<file path="config.mk">
export PLATFORM = sky130hd
export DESIGN_NAME = design_mux_gen2
export DESIGN_NICKNAME = d
export VERILOG_FILES = /design/src/rtl/dmux_pkg.sv /design/src/rtl/dmux_sync.sv /design/src/rtl/design_mux_gen2.sv
export SDC_FILE = /design/constraint.sdc
export NUM_CORES = 1
export LEC_CHECK = 0
export ABC_CLOCK_PERIOD_IN_PS = 3300
export BUFFER_PORTS_ARGS = -buffer_cell sky130_fd_sc_hd__buf_4
export CAP_MARGIN = 40
export CORE_AREA = 2 2 418 420
export DETAILED_ROUTE_END_ITERATION = 6
export DIE_AREA = 0 0 420 422
export SLEW_MARGIN = 20
export SYNTH_ARGS = -nofsm -noshare
export SYNTH_HDL_FRONTEND = slang
export SYNTH_SLANG_ARGS = --single-unit
</file>
<file path="constraint.sdc">
create_clock -name i_clk -period 3.3 [get_ports i_clk]
set_input_delay 0.33 -clock i_clk [delete_from_list [all_inputs] [get_ports i_clk]]
set_output_delay 0.33 -clock i_clk [all_outputs]
set_load 0.02 [all_outputs]
</file>
<file path="src/rtl/dmux_pkg.sv">
// Shared definitions for the design mux: FSM state encoding, the "no design"
// select helper and the sequencing counter width.
package dmux_pkg;

    typedef enum logic [1:0] {
        ST_RUN   = 2'd0,
        ST_GUARD = 2'd1,
        ST_RESET = 2'd2
    } dmux_state_e;

    function automatic logic [31:0] sel_none(input int unsigned sel_w);
        return (32'd1 << sel_w) - 32'd1;
    endfunction

    // One counter serves both GUARD and RESET, so it must hold the longer count.
    function automatic int unsigned cnt_width(input int unsigned guard_cycles,
                                              input int unsigned reset_cycles);
        int unsigned longest;
        longest = (guard_cycles > reset_cycles) ? guard_cycles : reset_cycles;
        return (longest <= 32'd2) ? 32'd1 : $clog2(longest);
    endfunction

endpackage

</file>
<file path="src/rtl/dmux_sync.sv">
// Synchroniser for the asynchronous LA configuration strobe, followed by a
// registered rising-edge detector producing a one-cycle commit pulse.
module dmux_sync #(
    parameter int unsigned STAGES = 2
) (
    input  logic clk_i,
    input  logic rst_n_i,
    input  logic async_i,
    output logic pulse_o
);

    logic [STAGES-1:0] sync_q;
    logic              last_q;
    logic              pulse_q;

    // Metastability chain plus edge detection; cleared by the synchronous reset.
    always_ff @(posedge clk_i) begin
        if (!rst_n_i) begin
            sync_q  <= '0;
            last_q  <= 1'b0;
            pulse_q <= 1'b0;
        end else begin
            sync_q  <= {sync_q[STAGES-2:0], async_i};
            last_q  <= sync_q[STAGES-1];
            pulse_q <= sync_q[STAGES-1] & ~last_q;
        end
    end

    assign pulse_o = pulse_q;

endmodule

</file>
<file path="src/rtl/design_mux_gen2.sv">
// Routes the shared IO pads to one of N_DESIGNS user designs and sequences each
// selection change (blank, switch, reset). Option: DMUX_REGISTERED_IO_EN.
module design_mux_gen2
    import dmux_pkg::*;
#(
    parameter int unsigned N_DESIGNS    = 8,
    parameter int unsigned SEL_W        = 4,
    parameter int unsigned IO_W         = 38,
    parameter int unsigned SYNC_STAGES  = 2,
    parameter int unsigned GUARD_CYCLES = 2,
    parameter int unsigned RESET_CYCLES = 16
) (
    input  logic                      i_clk,
    input  logic                      i_reset_n,
    input  logic                      i_conf_clk,
    input  logic [SEL_W-1:0]          i_sel,
    input  logic                      i_auto_reset_enb,
    input  logic [N_DESIGNS-1:0]      i_design_reset,
    input  logic [IO_W-1:0]           i_io_in,
    input  logic [N_DESIGNS*IO_W-1:0] i_des_io_out,
    input  logic [N_DESIGNS*IO_W-1:0] i_des_io_oeb,
    output logic [IO_W-1:0]           o_io_out,
    output logic [IO_W-1:0]           o_io_oeb,
    output logic [N_DESIGNS*IO_W-1:0] o_des_io_in,
    output logic [N_DESIGNS-1:0]      o_des_rst,
    output logic [N_DESIGNS-1:0]      o_des_ena,
    output logic [SEL_W-1:0]          o_sel,
    output logic                      o_busy
);

    localparam int unsigned      CNT_W      = cnt_width(GUARD_CYCLES, RESET_CYCLES);
    localparam logic [SEL_W-1:0] SEL_NONE   = SEL_W'(sel_none(SEL_W));
    localparam logic [SEL_W-1:0] N_SEL      = SEL_W'(N_DESIGNS);
    localparam logic [CNT_W-1:0] GUARD_LAST = CNT_W'(GUARD_CYCLES - 1);
    localparam logic [CNT_W-1:0] RESET_LAST = CNT_W'(RESET_CYCLES - 1);

    dmux_state_e              state_q, state_d;
    logic [SEL_W-1:0]         act_q, act_d;
    logic [SEL_W-1:0]         pend_q, pend_d;
    logic [CNT_W-1:0]         cnt_q, cnt_d;
    logic                     commit_s;

    logic [SEL_W-1:0]          route_sel_s;
    logic                      route_blank_s;
    logic [IO_W-1:0]           io_out_s;
    logic [IO_W-1:0]           io_oeb_s;
    logic [N_DESIGNS*IO_W-1:0] des_in_s;

    dmux_sync #(
        .STAGES (SYNC_STAGES)
    ) u_sync (
        .clk_i   (i_clk),
        .rst_n_i (i_reset_n),
        .async_i (i_conf_clk),
        .pulse_o (commit_s)
    );

    // Sequencer next state; a commit restarts the sequence from any state.
    always_comb begin
        state_d = state_q;
        act_d   = act_q;
        pend_d  = pend_q;
        cnt_d   = cnt_q;
        if (commit_s) begin
            state_d = ST_GUARD;
            cnt_d   = '0;
            pend_d  = i_sel;
        end else begin
            case (state_q)
                ST_GUARD: begin
                    if (cnt_q == GUARD_LAST) begin
                        cnt_d   = '0;
                        act_d   = (pend_q < N_SEL) ? pend_q : SEL_NONE;
                        state_d = i_auto_reset_enb ? ST_RUN : ST_RESET;
                    end else begin
                        cnt_d = cnt_q + CNT_W'(1);
                    end
                end
                ST_RESET: begin
                    if (cnt_q == RESET_LAST) begin
                        cnt_d   = '0;
                        state_d = ST_RUN;
                    end else begin
                        cnt_d = cnt_q + CNT_W'(1);
                    end
                end
                ST_RUN: begin
                    state_d = ST_RUN;
                end
                default: begin
                    state_d = ST_RUN;
                    cnt_d   = '0;
                end
            endcase
        end
    end

    // Sequencer registers; reset aborts any sequence without switching.
    always_ff @(posedge i_clk) begin
        if (!i_reset_n) begin
            state_q <= ST_RUN;
            act_q   <= SEL_NONE;
            pend_q  <= SEL_NONE;
            cnt_q   <= '0;
        end else begin
            state_q <= state_d;
            act_q   <= act_d;
            pend_q  <= pend_d;
            cnt_q   <= cnt_d;
        end
    end

    // Pad routing: selected design drives the pads unless blanked.
    always_comb begin
        io_out_s = '0;
        io_oeb_s = '1;
        des_in_s = '0;
        for (int d = 0; d < int'(N_DESIGNS); d++) begin
            if (route_sel_s == SEL_W'(d)) begin
                des_in_s[d*IO_W +: IO_W] = i_io_in;
                if (!route_blank_s) begin
                    io_out_s = i_des_io_out[d*IO_W +: IO_W];
                    io_oeb_s = i_des_io_oeb[d*IO_W +: IO_W];
                end else begin
                    io_out_s = '0;
                    io_oeb_s = '1;
                end
            end else begin
                des_in_s[d*IO_W +: IO_W] = '0;
            end
        end
    end

    // Per-design reset and enable; every unselected design is held in reset.
    always_comb begin
        o_des_rst = '1;
        o_des_ena = '0;
        for (int d = 0; d < int'(N_DESIGNS); d++) begin
            o_des_rst[d] = ~i_reset_n | i_design_reset[d] | (act_q != SEL_W'(d))
                         | ((state_q == ST_RESET) & (act_q == SEL_W'(d)));
            o_des_ena[d] = (state_q == ST_RUN) & (act_q == SEL_W'(d));
        end
    end

`ifdef DMUX_REGISTERED_IO_EN
    logic [IO_W-1:0]           io_out_q;
    logic [IO_W-1:0]           io_oeb_q;
    logic [N_DESIGNS*IO_W-1:0] des_in_q;

    // Route from next-state so blanking lands in the first GUARD cycle.
    assign route_sel_s   = act_d;
    assign route_blank_s = (state_d != ST_RUN) || (act_d >= N_SEL);

    // Output registers for the pad and design-input paths.
    always_ff @(posedge i_clk) begin
        if (!i_reset_n) begin
            io_out_q <= '0;
            io_oeb_q <= '1;
            des_in_q <= '0;
        end else begin
            io_out_q <= io_out_s;
            io_oeb_q <= io_oeb_s;
            des_in_q <= des_in_s;
        end
    end

    assign o_io_out    = io_out_q;
    assign o_io_oeb    = io_oeb_q;
    assign o_des_io_in = des_in_q;
`else
    assign route_sel_s   = act_q;
    assign route_blank_s = (state_q != ST_RUN) || (act_q >= N_SEL);

    assign o_io_out    = io_out_s;
    assign o_io_oeb    = io_oeb_s;
    assign o_des_io_in = des_in_s;
`endif

    assign o_sel  = act_q;
    assign o_busy = (state_q != ST_RUN);

endmodule

</file>
==> impl_summary.md <==
Run status
The run finished, with violations left. The checks that failed: DRC, setup timing.

Layout
Once layout is done, the placed cells without fillers occupy 0.0201 sq mm. Of the cells placed in the final design, the portion with a size suffix greater than 1 is 50.5%. The net count of the finished layout is 3,111. Relative to the synthesized area, the layout overhead comes to 136%.

Clock network
The post-cts hold buffer count is 0. The clock tree root driver cell is clkbuf_16. The clock tree from TritonCTS is done. The number of buffers on the longest clock path is 2. The deepest level of the CTS H-tree is 1. Counting the buffers created by CTS gives 3.

The clock latency at the later pin of the worst-skew pair is 250 ps. Counting every sink on the clock net gives 18. After clock tree synthesis, the clock-pin slew on the worst setup and hold paths is 60 ps.

Timing
Measured against its own limit, the worst slew margin works out to 26.0%. Hold is met by 334 ps. The maximum clock skew at final layout is 2.33 ps. The total count of hold-check failures in the final report is 0. The time the final worst path needs with I/O delays and setup is 3360 ps. The worst-margin pin slew is 1100 ps. The max-slew violation count was 0. The highest clock frequency the design can meet is 0.298 GHz. For the final routed database, the setup TNS stands at -91.4 ps. The number of setup violations in the final report is 2.

The share of the clock period used by the worst path after layout is 102%. The worst setup slack after layout is -58.7 ps.

Routing
The number of detailed-route iterations in the first pass is 7. The starting DRC count in detailed routing is 2,003. For this run, design rule violations remaining after detail routing come to 10. The met2 wire length is 68,600 um.

The top metal layer carrying routed signals is met5. The wire length on met3 is 13,000 um. The via count is 17,000.

After detailed routing, the average wire length per cell comes to 29.7 um. The wire length reported by the detailed router is 143,000 um. The wire length the detailed router placed on met1 is 56,100 um.

Once detail routing completed, the nets flagged for antenna violations numbered 0. Dividing the detail-routed via count by the number of cells gives 3.54.

Place
After detailed placement, the total cell area comes to 0.0197 sq mm. At the placement stage, the worst setup path has a slack of 61.4 ps. The number of port buffers is 1,062. The HPWL after detailed placement is 124,000 um. The congestion estimate from routability-driven global placement came to 1.01.

Synthesis
The number of library cell types mapped by synthesis is 47. The cell taking the most area after synthesis is and2_1. Among all flip-flop cells after synthesis, the most frequent one is dfxtp_1. The count of state elements after synthesis is 18.

Summed over its instances, the top area cell type makes up 17.0% of the synthesized netlist area. The net count after synthesis is 2,099. Ranked by instance count, the synthesized netlist is headed by and2_1, a21oi_1, nor2_1.

The fraction of registers with async set or reset after synthesis is 0%. After synthesis, the cell types taking the most area are and2_1, and3_1, a21oi_1. The most common cell in the netlist is and2_1. Summing every instance area after synthesis gives 0.00851 sq mm. The number of flops mapped to enable cells by yosys is 0.

Dividing the synthesized area by the synthesized cell count gives 5.94 sq um. Synthesis produced a netlist whose cell count is 1,432. Yosys printed 0 warnings.

The register area share after synthesis is 4.23%.

Min path
The class of the most critical hold timing path is input pin to flop.

Setup path
STA classifies the critical path endpoint as an output pin. The endpoint identified for the worst register-to-register timing path is o_sel[1]. STA puts the critical path data required time at 2970 ps. The type of element launching the critical path is a flop. Measured in cells, the most critical reg-to-reg path has a length of 5. The setup check on the worst reg-to-reg path leaves a slack of 1230 ps. The critical path is of the flop to output pin type. The end point of the critical path is o_io_out[26]. At the worst endpoint, the arrival time is 3030 ps.

The source of the critical timing path is o_sel[0]. The worst register-to-register path begins at cnt_q[0]. The worst-path maximum fanout is 75.

GRT
The pin count of the biggest net entering global routing is 78. The total global routing track utilization is 15.0%. The first-pass GRT wire length is 175,000 um. The initial antenna violation count is 64. The number of global-route vias before repair is 16,100. After global routing the overflow that remains totals 0.

Die
The number of top-level design ports is 1,063. The floorplan row count is 153. The die covers 0.177 sq mm. In this run the standard cell core region covers 0.173 sq mm. From bottom edge to top edge, the die measures 422 um. The effective utilization at floorplan is 4.92%.

From left edge to right edge, the die measures 420 um.

Power
Across the VDD grid, the largest voltage drop is 0.000113 V. In this run the power density over the cells is 72.9 mW/mm^2. The reported leakage power is 0.00897 uW.

Run
Across the run, the number of max-cap violations was 0.
[critical path, stage by stage, from the launching register on]
cell and delay (ps):
dfxtp_4 400, buf_4 160, buf_12 160, a22oi_2 410, o22ai_2 180, a222oi_1 780, o21ai_1 280, buf_4 230
[flip-flops by register name, summed over array words and instances (netlist names)]
name and flops:
cnt_q 4, o_sel 4, u_sync.pulse_o 1, u_sync.sync_q 2, state_q 2, u_sync.last_q 1, pend_q 4
[what timing repair did]
item | CTS | global route
setup buffers | 0 | 13
cloned | 0 | 0
gates resized for setup | 14 | 3
setup endpoints to repair | 13 | 5
pin swaps | 2 | 2
[metal layers]
layer	vias to the layer above	track usage, %
met1	8291	18.0
met5	-	0
met3	209	4.45
met4	50	4.63
li1	7305	-
met2	1127	25.6
[layout by cell type, fill, tap and decap left out, types with 9 or more instances in the layout]
cell and count:
a211oi_1 26, a21oi_1 128, a222oi_1 64, a22oi_1 73, a31oi_1 9, and2_1 232, and3_1 103, buf_12 19
buf_4 1149, dfxtp_1 14, diode_2 29, inv_1 31, mux2_2 14, nand2_1 87, nand2b_1 32, nor2_1 121
o21ai_0 98, o21ai_1 52, o22ai_1 81
[cell families (layout without fill, tap and decap cells)]
family / Yosys count / count (layout) / share of synthesized area, %
AOI/OAI and AO/OA: 552 / 552 / 41.1
muxes: 22 / 22 / 2.79
other: 0 / 29 / 0
xor gates and xnor gates: 1 / 1 / 0.103
buffers and inverters: 203 / 1214 / 10.6
adders and majority gates: 5 / 5 / 0.735
DFF: 18 / 18 / 4.23
and+or+nand+nor: 631 / 631 / 40.4
[area by class of cell]
class                      instances  area, sq um
sequential                        18          373
multi-input combinational       1211         7400
fill                           20100       153000
inverter                          36          138
tap                             2325         2910
timing repair buffer            1174         9080
clock buffer                       4         88.8
antenna                           29         72.6
[report_power, final]
part           internal, uW  leakage [uW]  total, uW  switching [uW]
logic                   543       0.00878        969             426
registers               218      0.000145        220            2.35
clock network           185     0.0000443        272            87.6
total                   945       0.00897       1460             516
[through the flow]
stage	util, %	total power (uW)	cells
2_1_floorplan	-	292	1432
5_1_grt	11.6	1510	4782
4_1_cts	11.5	1470	4755
3_5_place_dp	11.4	1190	4751
3_3_place_gp	11.4	1200	4745
6_report	11.6	1460	4797
[worst min-delay path by stage]
| stage | start | endpoint | cells past startpoint |
|---|---|---|---|
| global placement | u_sync.last_q | u_sync.pulse_o | 1 |
| detailed placement | u_sync.last_q | u_sync.pulse_o | 1 |
| finish | i_conf_clk | u_sync.sync_q[0] | 2 |
| floorplan | u_sync.last_q | u_sync.pulse_o | 1 |
| CTS | i_reset_n | pend_q[3] | 2 |
| global route | i_conf_clk | u_sync.sync_q[0] | 2 |
Power figures use the tool's default switching activity.
